$ cat src/rtl/somador_pkg.sv
// Shared constants and helpers for the pipelined add/subtract unit.
package somador_pkg;

  localparam logic OP_ADD = 1'b0;
  localparam logic OP_SUB = 1'b1;

  function automatic int calc_stages(input int width, input int chunk);
    return width / chunk;
  endfunction

endpackage

$ cat src/rtl/somador_slice.sv
// Combinational CHUNK-bit adder slice; also reports the carry into its MSB.
module somador_slice
  import somador_pkg::*;
#(
  parameter int CHUNK = 4
) (
  input  logic [CHUNK-1:0] a,
  input  logic [CHUNK-1:0] b,
  input  logic             cin,
  output logic [CHUNK-1:0] s,
  output logic             co,
  output logic             cmsb
);

  logic [CHUNK:0] full;

  assign full = {1'b0, a} + {1'b0, b} + {{CHUNK{1'b0}}, cin};
  assign s    = full[CHUNK-1:0];
  assign co   = full[CHUNK];
  // Sum bit = a ^ b ^ carry_in, so the carry into the MSB falls out of the XOR.
  assign cmsb = a[CHUNK-1] ^ b[CHUNK-1] ^ s[CHUNK-1];

endmodule

$ cat src/rtl/somador_pipe.sv
// Pipelined WIDTH-bit add/subtract: one CHUNK-bit slice per stage, carry ripples
// between stages, valid/ready handshake with a single global enable.
module somador_pipe
  import somador_pkg::*;
#(
  parameter int WIDTH = 16,
  parameter int CHUNK = 4
) (
  input  logic             clk_i,
  input  logic             rst_ni,
  input  logic             in_valid_i,
  output logic             in_ready_o,
  input  logic [WIDTH-1:0] a_i,
  input  logic [WIDTH-1:0] b_i,
  input  logic             cin_i,
  input  logic             sub_i,
  output logic             out_valid_o,
  input  logic             out_ready_i,
  output logic [WIDTH-1:0] s_o,
  output logic             co_o,
  output logic             ov_o
);

  localparam int STAGES = calc_stages(WIDTH, CHUNK);

  if (CHUNK < 1 || CHUNK > WIDTH || (WIDTH % CHUNK) != 0) begin : g_bad_param
    $error("somador_pipe: WIDTH (%0d) must be a positive multiple of CHUNK (%0d)", WIDTH, CHUNK);
  end

  logic             en;
  logic [WIDTH-1:0] b_eff;
  logic             carry0;

  assign in_ready_o = !out_valid_o || out_ready_i;
  assign en         = in_ready_o;
  assign b_eff      = (sub_i == OP_SUB) ? ~b_i : b_i;
  assign carry0     = (sub_i == OP_SUB) ? ~cin_i : cin_i;

  // Stage k keeps the not-yet-added operand bits (shifted down so the next slice
  // sits at bit 0) and the finished low result bits, growing by CHUNK per stage.
  for (genvar k = 0; k < STAGES; k++) begin : g_stg
    localparam int OW = WIDTH - k * CHUNK;
    localparam int RW = OW - CHUNK;
    localparam int DW = (k + 1) * CHUNK;

    logic [OW-1:0]    a_op;
    logic [OW-1:0]    b_op;
    logic             c_op;
    logic             vld_op;
    logic [CHUNK-1:0] sum;
    logic             co;
    logic             cmsb;
    logic [DW-1:0]    s_nxt;
    logic [DW-1:0]    s_p;
    logic             c_p;
    logic             vld_p;

    if (k == 0) begin : g_src
      assign a_op   = a_i;
      assign b_op   = b_eff;
      assign c_op   = carry0;
      assign vld_op = in_valid_i;
      assign s_nxt  = sum;
    end else begin : g_src
      assign a_op   = g_stg[k-1].g_rest.a_p;
      assign b_op   = g_stg[k-1].g_rest.b_p;
      assign c_op   = g_stg[k-1].c_p;
      assign vld_op = g_stg[k-1].vld_p;
      assign s_nxt  = {sum, g_stg[k-1].s_p};
    end

    somador_slice #(.CHUNK(CHUNK)) u_slice (
      .a    (a_op[CHUNK-1:0]),
      .b    (b_op[CHUNK-1:0]),
      .cin  (c_op),
      .s    (sum),
      .co   (co),
      .cmsb (cmsb)
    );

    always_ff @(posedge clk_i or negedge rst_ni) begin
      if (!rst_ni) begin
        vld_p <= 1'b0;
        c_p   <= 1'b0;
        s_p   <= '0;
      end else if (en) begin
        vld_p <= vld_op;
        c_p   <= co;
        s_p   <= s_nxt;
      end
    end

    if (RW > 0) begin : g_rest
      logic [RW-1:0] a_p;
      logic [RW-1:0] b_p;

      always_ff @(posedge clk_i or negedge rst_ni) begin
        if (!rst_ni) begin
          a_p <= '0;
          b_p <= '0;
        end else if (en) begin
          a_p <= a_op[OW-1:CHUNK];
          b_p <= b_op[OW-1:CHUNK];
        end
      end
    end

    if (k == STAGES - 1) begin : g_last
      logic ov_p;

      always_ff @(posedge clk_i or negedge rst_ni) begin
        if (!rst_ni) begin
          ov_p <= 1'b0;
        end else if (en) begin
          ov_p <= co ^ cmsb;
        end
      end
    end else begin : g_mid
      logic unused_cmsb;
      assign unused_cmsb = cmsb;
    end
  end

  assign out_valid_o = g_stg[STAGES-1].vld_p;
  assign s_o         = g_stg[STAGES-1].s_p;
  assign co_o        = g_stg[STAGES-1].c_p;
  assign ov_o        = g_stg[STAGES-1].g_last.ov_p;

endmodule
$ cat config.mk
export PLATFORM = sky130hd
export DESIGN_NAME = somador_pipe
export DESIGN_NICKNAME = d
export VERILOG_FILES = /design/src/rtl/somador_pkg.sv /design/src/rtl/somador_slice.sv /design/src/rtl/somador_pipe.sv
export SDC_FILE = /design/constraint.sdc
export NUM_CORES = 1
export LEC_CHECK = 0
export CAP_MARGIN = 20
export CORE_MARGIN = 10
export CORE_UTILIZATION = 45
export CTS_CLUSTER_SIZE = 40
export DETAILED_ROUTE_END_ITERATION = 10
export MAX_ROUTING_LAYER = met4
export PLACE_DENSITY = 0.8
export SETUP_SLACK_MARGIN = 0.3
export SKIP_LAST_GASP = 1
export SYNTH_ARGS = -nofsm -noshare
export SYNTH_HDL_FRONTEND = slang
export SYNTH_SLANG_ARGS = --single-unit
$ cat constraint.sdc
create_clock -name clk_i -period 1.9 [get_ports clk_i]
set_clock_uncertainty 0.05 [all_clocks]
set_input_delay 0.19 -clock clk_i [delete_from_list [all_inputs] [get_ports clk_i]]
set_output_delay 0.19 -clock clk_i [all_outputs]
set_load 0.01 [all_outputs]
==> impl_metrics.tcl, run 1 <==
set metrics [dict create \
    grt_overflow_total 0 \
    r2r_end "g_stg[1].c_p" \
    slew_headroom 0.700 \
    fin_crit_ns 1.75 \
    whs_endpoint "g_stg[0].g_rest.a_p[4]" \
    yosysWarnings 0 \
    vias_per_cell 4.68 \
    insertion_delay_ns 0.36 \
    placed_cells 620 \
    drtIter0Drc 177 \
    cts-root-buf "clkbuf_8" \
    htree_levels 3 \
    fp.dieW_um 118 \
    place.gp.congestion 0.857 \
    async_reset_ff_frac 1.00 \
    synth_area_leader_cell "dfrtp_1" \
    rr_worst_depth 5 \
    fin_nets 571 \
    critPathMaxFanout 2 \
    io_pins 58 \
    fmax_mhz 572 \
    synth_edf_count 0 \
    drc_errors 0 \
    syn_avg_cell_area_um2 9.54 \
    run_status "finished, final reports clean" \
    synth_fp_nets 507 \
    drive_gt1_frac 0.110 \
    rsz0062_at_grt "yes" \
    grt_max_degree 107 \
    die_h_um 118 \
    synth_most_common_cell "nand2_1" \
    max-vdd-ir-drop_v 0.000558 \
    grt_pass1_vias 3084 \
    timing.rr.start "g_stg[0].g_rest.b_p[0]" \
    total_power_w 0.00853 \
    crit_arrival_ns 1.93 \
    critPathRequiredTime_ns 2.09 \
    path_clk_slew_ns 0.10 \
    reg2reg_slack_ns 0.15 \
    wl_per_cell_um 13.5 \
    p_per_area_nw_per_um2 1590 \
    startpoint_type "flip-flop" \
    numClockSinks 97 \
    hold_viol_final 0 \
    cap_violations 0 \
    syn_inst 449 \
    hp-class "input pin to flip-flop" \
    synthTopCellsByCount "225 x nand2_1, 97 x dfrtp_1, 20 x o21ai_0, 16 x xnor2_1, 13 x a21oi_1" \
    ys_types 21 \
    port_buffers 57 \
    final.period_utilization 0.919 \
    ys_top_cells_by_area "dfrtp_1 57%, nand2_1 20%, fa_1 3.7%, ha_1 3.5%, xnor2_1 3.3%" \
    worst_pin_slew_ns 0.451 \
    rows 35 \
    crit_type "flip-flop to flip-flop" \
    num_vias 3028 \
    grt_usage 0.128 \
    setup_viol 0 \
    hold_start "a_i[8]" \
    cts_buffer_depth 2 \
    syn_area_um2 4290 \
    grt_pass1_wl_um 14400 \
    synth-main-ff-cell "dfrtp_1" \
    min_path_cells 3 \
    p_leak_nw 2.64 \
    die_area_um2 13800 \
    maxSlewViolCount 0 \
    dr.pass1.iters 4 \
    antenna_found_initial 0 \
    ys_seq_area_frac 0.566 \
    coreArea_um2 9240 \
    ant_nets 0 \
    ys_ff_latch 97 \
    final.setup.tns_ns 0 \
    antenna_cells 0 \
    cts_tree "done" \
    cts_made_buffers 9 \
    fin_cells 647 \
    hpwl_um 5740 \
    cp-end-kind "flip-flop" \
    wl_um 8740 \
    area_growth_pct 25.5 \
    synth_top_area_share 0.566 \
    start_util 0.464 \
]
## sequential cells by signal, summed over array words and instances, names as in the netlist
register          count
g_stg.c_p             3
g_stg.vld_p           3
s_o                  16
co_o                  1
g_stg.s_p            24
g_stg.g_rest.b_p     24
g_stg.g_rest.a_p     24
out_valid_o           1
ov_o                  1
## worst max-delay path by stage
stage	startpoint	endpoint	slack (ns)
floorplan	sub_i	g_stg[0].c_p	-0.002
global placement	sub_i	g_stg[0].c_p	-0.41
detailed placement	sub_i	g_stg[0].c_p	-0.53
CTS	g_stg[0].c_p	g_stg[1].c_p	0.16
global route	g_stg[0].g_rest.b_p[0]	g_stg[1].c_p	0.11
finish	g_stg[0].g_rest.b_p[0]	g_stg[1].c_p	0.15
## per-layer routing
metal  up-vias  share of wire  global-route usage
met3        14          0.032              0.0235
met5         -              0                   -
li1       1518              -                   -
met2        58           0.48               0.198
met1      1438           0.46               0.157
met4         0          0.021              0.0611
## layout by cell type, fill, tap and decap left out
cell type / Yosys / final
clkbuf_8: 0 / 10
xnor2_2: 0 / 2
nand2b_1: 2 / 1
dlygate4sd3_1: 0 / 1
ha_1: 12 / 12
dfrtp_1: 97 / 97
o21ai_1: 1 / 6
clkbuf_1: 0 / 2
dlygate4sd2_1: 0 / 3
inv_4: 1 / 1
buf_4: 6 / 13
o21ai_0: 20 / 15
xnor2_1: 16 / 14
bufinv_16: 0 / 3
inv_1: 3 / 2
xor2_2: 0 / 2
a21oi_1: 13 / 8
buf_6: 5 / 3
fa_2: 0 / 8
inv_2: 0 / 1
clkdlybuf4s50_1: 0 / 52
clkbuf_2: 1 / 1
a21oi_2: 1 / 6
xor2_1: 10 / 8
nor2b_4: 1 / 1
o2bb2ai_4: 0 / 1
nor2_1: 8 / 8
nand2b_4: 0 / 1
inv_6: 0 / 1
a21o_1: 7 / 7
buf_12: 0 / 3
nand2_1: 225 / 225
## final cells by class
type	count	area, um^2
Clock buffer	12	145
Clock inverter	4	98.8
Fill cell	777	3860
Inverter	4	17.5
Multi-Input combinational cell	325	1770
Sequential cell	97	2430
Tap cell	129	161
Timing Repair Buffer	76	753
## worst max-delay path: stages (launching register included)
cell and delay [ns]:
dfrtp_1 0.42, fa_2 0.42, fa_2 0.38, a21o_1 0.18, a21oi_2 0.12, a21oi_1 0.07
## metrics by stage
step	instance area [um^2]	util	setup slack (ns)	hold WS, ns
global route	5380	0.582	0.105	0.310
finish	5380	0.582	0.153	0.301
global placement	4990	0.540	-0.414	0.163
detailed placement	4990	0.540	-0.526	0.169
floorplan	4340	-	-0.00171	-0.156
CTS	5310	0.575	0.165	0.292
## logic make-up (layout without fill, tap and decap cells)
group | Yosys count | in the layout | share of synthesized area
xor+xnor | 26 | 26 | 0.0531
fa+ha+maj | 20 | 20 | 0.0724
compound gates | 43 | 43 | 0.0561
simple gates | 236 | 236 | 0.210
flops | 97 | 97 | 0.566
buf+inv | 27 | 96 | 0.0417
## report_power, final
part	switching [W]	leakage (nW)	internal (W)	total (W)
Combinational	0.00176	1.35	0.00164	0.00340
Sequential	0.000523	1.18	0.00298	0.00350
Clock	0.000703	0.121	0.000917	0.00162
## timing repair
action,in CTS,in global routing
buffers inserted,5,5
endpoints found under the hold margin,97,0
hold buffers,1,0
endpoints found under the setup margin,15,15
gates resized for setup,16,7
pin swaps,23,13
No activity file was read; power rests on OpenSTA's default activity.
==> inputs of run 2 (changes only) <==
--- a/config.mk
+++ b/config.mk
@@ -6,12 +6,15 @@
 export NUM_CORES = 1
 export LEC_CHECK = 0
 export CAP_MARGIN = 20
+export CELL_PAD_IN_SITES_DETAIL_PLACEMENT = 1
+export CELL_PAD_IN_SITES_GLOBAL_PLACEMENT = 1
 export CORE_MARGIN = 10
-export CORE_UTILIZATION = 45
+export CORE_UTILIZATION = 38
 export CTS_CLUSTER_SIZE = 40
 export DETAILED_ROUTE_END_ITERATION = 10
 export MAX_ROUTING_LAYER = met4
-export PLACE_DENSITY = 0.8
+export PLACE_DENSITY = 0.86
+export RECOVER_POWER = 25
 export SETUP_SLACK_MARGIN = 0.3
 export SKIP_LAST_GASP = 1
 export SYNTH_ARGS = -nofsm -noshare
==> impl_metrics.tcl, run 2 (synthesized netlist as in run 1, its figures left out) <==
set metrics [dict create \
    run_status "finished, final reports clean" \
    port_buffers 57 \
    die_h_um 126 \
    vias_per_cell 4.64 \
    cts_buffer_depth 2 \
    slew_headroom 0.284 \
    hold_viol_final 0 \
    reg2reg_slack_ns 0.14 \
    rsz0062_at_grt "yes" \
    rows 38 \
    antenna_found_initial 0 \
    dr.pass1.iters 4 \
    total_power_w 0.00864 \
    drtIter0Drc 142 \
    biggestRegsByFlops "g_stg.g_rest.a_p: 24 flops, g_stg.g_rest.b_p: 24 flops, g_stg.s_p: 24 flops" \
    final.setup.tns_ns 0 \
    p_per_area_nw_per_um2 1590 \
    r2r_end "g_stg[2].c_p" \
    cts-root-buf "clkbuf_16" \
    setup_viol 0 \
    fill_cells 1250 \
    fin_ws_ns 0.136 \
    fin_crit_ns 1.76 \
    grt_pass1_vias 3283 \
    drc_errors 0 \
    maxSlewViolCount 0 \
    min_path_cells 3 \
    final.period_utilization 0.929 \
    area_growth_pct 26.9 \
    mostFrequentLayoutCell "nand2_1" \
    max-vdd-ir-drop_v 0.000576 \
    drive_gt1_frac 0.112 \
    antenna_cells 0 \
    grt_pass1_wl_um 16400 \
    startpoint_type "flip-flop" \
    fin_nets 570 \
    hp-class "input pin to flip-flop" \
    io_pins 58 \
    cp-end-kind "flip-flop" \
    hpwl_um 6760 \
    start_util 0.392 \
    fp.dieW_um 126 \
    path_clk_slew_ns 0.06 \
    die_area_um2 15900 \
    critPathMaxFanout 2 \
    grt_max_degree 107 \
    crit_type "flip-flop to flip-flop" \
    cts_tree "done" \
    num_vias 3046 \
    place.gp.congestion 0.801 \
    layout_common_cells "225 x nand2_1, 97 x dfrtp_1, 51 x clkdlybuf4s50_1, 15 x o21ai_0, 14 x xnor2_1" \
    rr_worst_depth 5 \
    cap_violations 0 \
    crit_arrival_ns 1.93 \
    numClockSinks 97 \
    grt_overflow_total 0 \
    fmax_mhz 567 \
    wl_per_cell_um 14.9 \
    htree_levels 3 \
    cts_made_buffers 9 \
    hold_start "a_i[4]" \
    worst_pin_slew_ns 1.07 \
    coreArea_um2 10900 \
    timing.rr.start "g_stg[1].g_rest.b_p[0]" \
    ant_nets 0 \
    p_leak_nw 2.66 \
    wl_um 9790 \
    whs_endpoint "g_stg[0].g_rest.a_p[0]" \
    dpl_worst_slack_ns -0.447 \
    insertion_delay_ns 0.34 \
    critPathRequiredTime_ns 2.07 \
    grt_usage 0.128 \
]
[run 2: changes by cell type in the layout (fill, tap and decap cells not counted), moves of 2 or more]
cell,delta
a21oi_2,+2
buf_4,-3
bufinv_16,-3
clkinv_2,+4
clkbuf_16,+9
xor2_2,-2
a21oi_1,-2
clkbuf_8,-10
[run 2: worst max path at each step]
stage | startpoint | endpoint | slack [ns] | cells after the start
2_1_floorplan | sub_i | g_stg[0].c_p | -0.002 | 8
3_3_place_gp | sub_i | g_stg[0].s_p[2] | -0.36 | 8
3_5_place_dp | sub_i | g_stg[0].c_p | -0.45 | 8
4_1_cts | g_stg[1].g_rest.a_p[0] | g_stg[2].c_p | 0.13 | 5
5_1_grt | g_stg[1].g_rest.b_p[0] | g_stg[2].c_p | 0.09 | 5
6_report | g_stg[1].g_rest.b_p[0] | g_stg[2].c_p | 0.14 | 5
[run 2: stage by stage]
step | utilization | hold slack [ns] | area, um^2 | instances
finish | 0.497 | 0.326 | 5440 | 657
floorplan | - | -0.156 | 4340 | 449
CTS | 0.491 | 0.316 | 5370 | 653
global placement | 0.459 | 0.159 | 5020 | 632
detailed placement | 0.459 | 0.164 | 5020 | 632
global route | 0.497 | 0.325 | 5440 | 657
[run 2: repair_timing]
| action | CTS | global route |
|---|---|---|
| hold buffers | 1 | 0 |
| setup buffers | 4 | 4 |
| pin swaps | 27 | 14 |
| endpoints found under the hold margin | 38 | 0 |
| endpoints found under the setup margin | 16 | 17 |
| resized for setup | 20 | 13 |
[run 2: final cells by class]
cell class	count	area, um^2	share of cell area
Multi-Input combinational cell	325	1800	0.331
Timing Repair Buffer	75	761	0.140
Inverter	4	17.5	0.00322
Clock inverter	4	20.0	0.00368
Clock buffer	12	236	0.0435
Tap cell	140	175	0.0322
Sequential cell	97	2430	0.446
[run 2: where the power goes]
part	internal, W	switching [W]
Clock	0.000880	0.000743
Combinational	0.00165	0.00182
Sequential	0.00299	0.000552
[run 2: worst max-delay path, cell delays in order (launching register included)]
cell,delay (ns)
dfrtp_1,0.41
fa_2,0.44
fa_2,0.38
a21o_1,0.18
a21oi_2,0.13
a21oi_2,0.06
[run 2: layer usage]
layer,up-vias,wire length (um),track usage
met2,45,4900,0.210
met1,1463,4480,0.152
li1,1526,-,-
met5,-,0,-
met4,0,167,0.0583
met3,12,251,0.0201
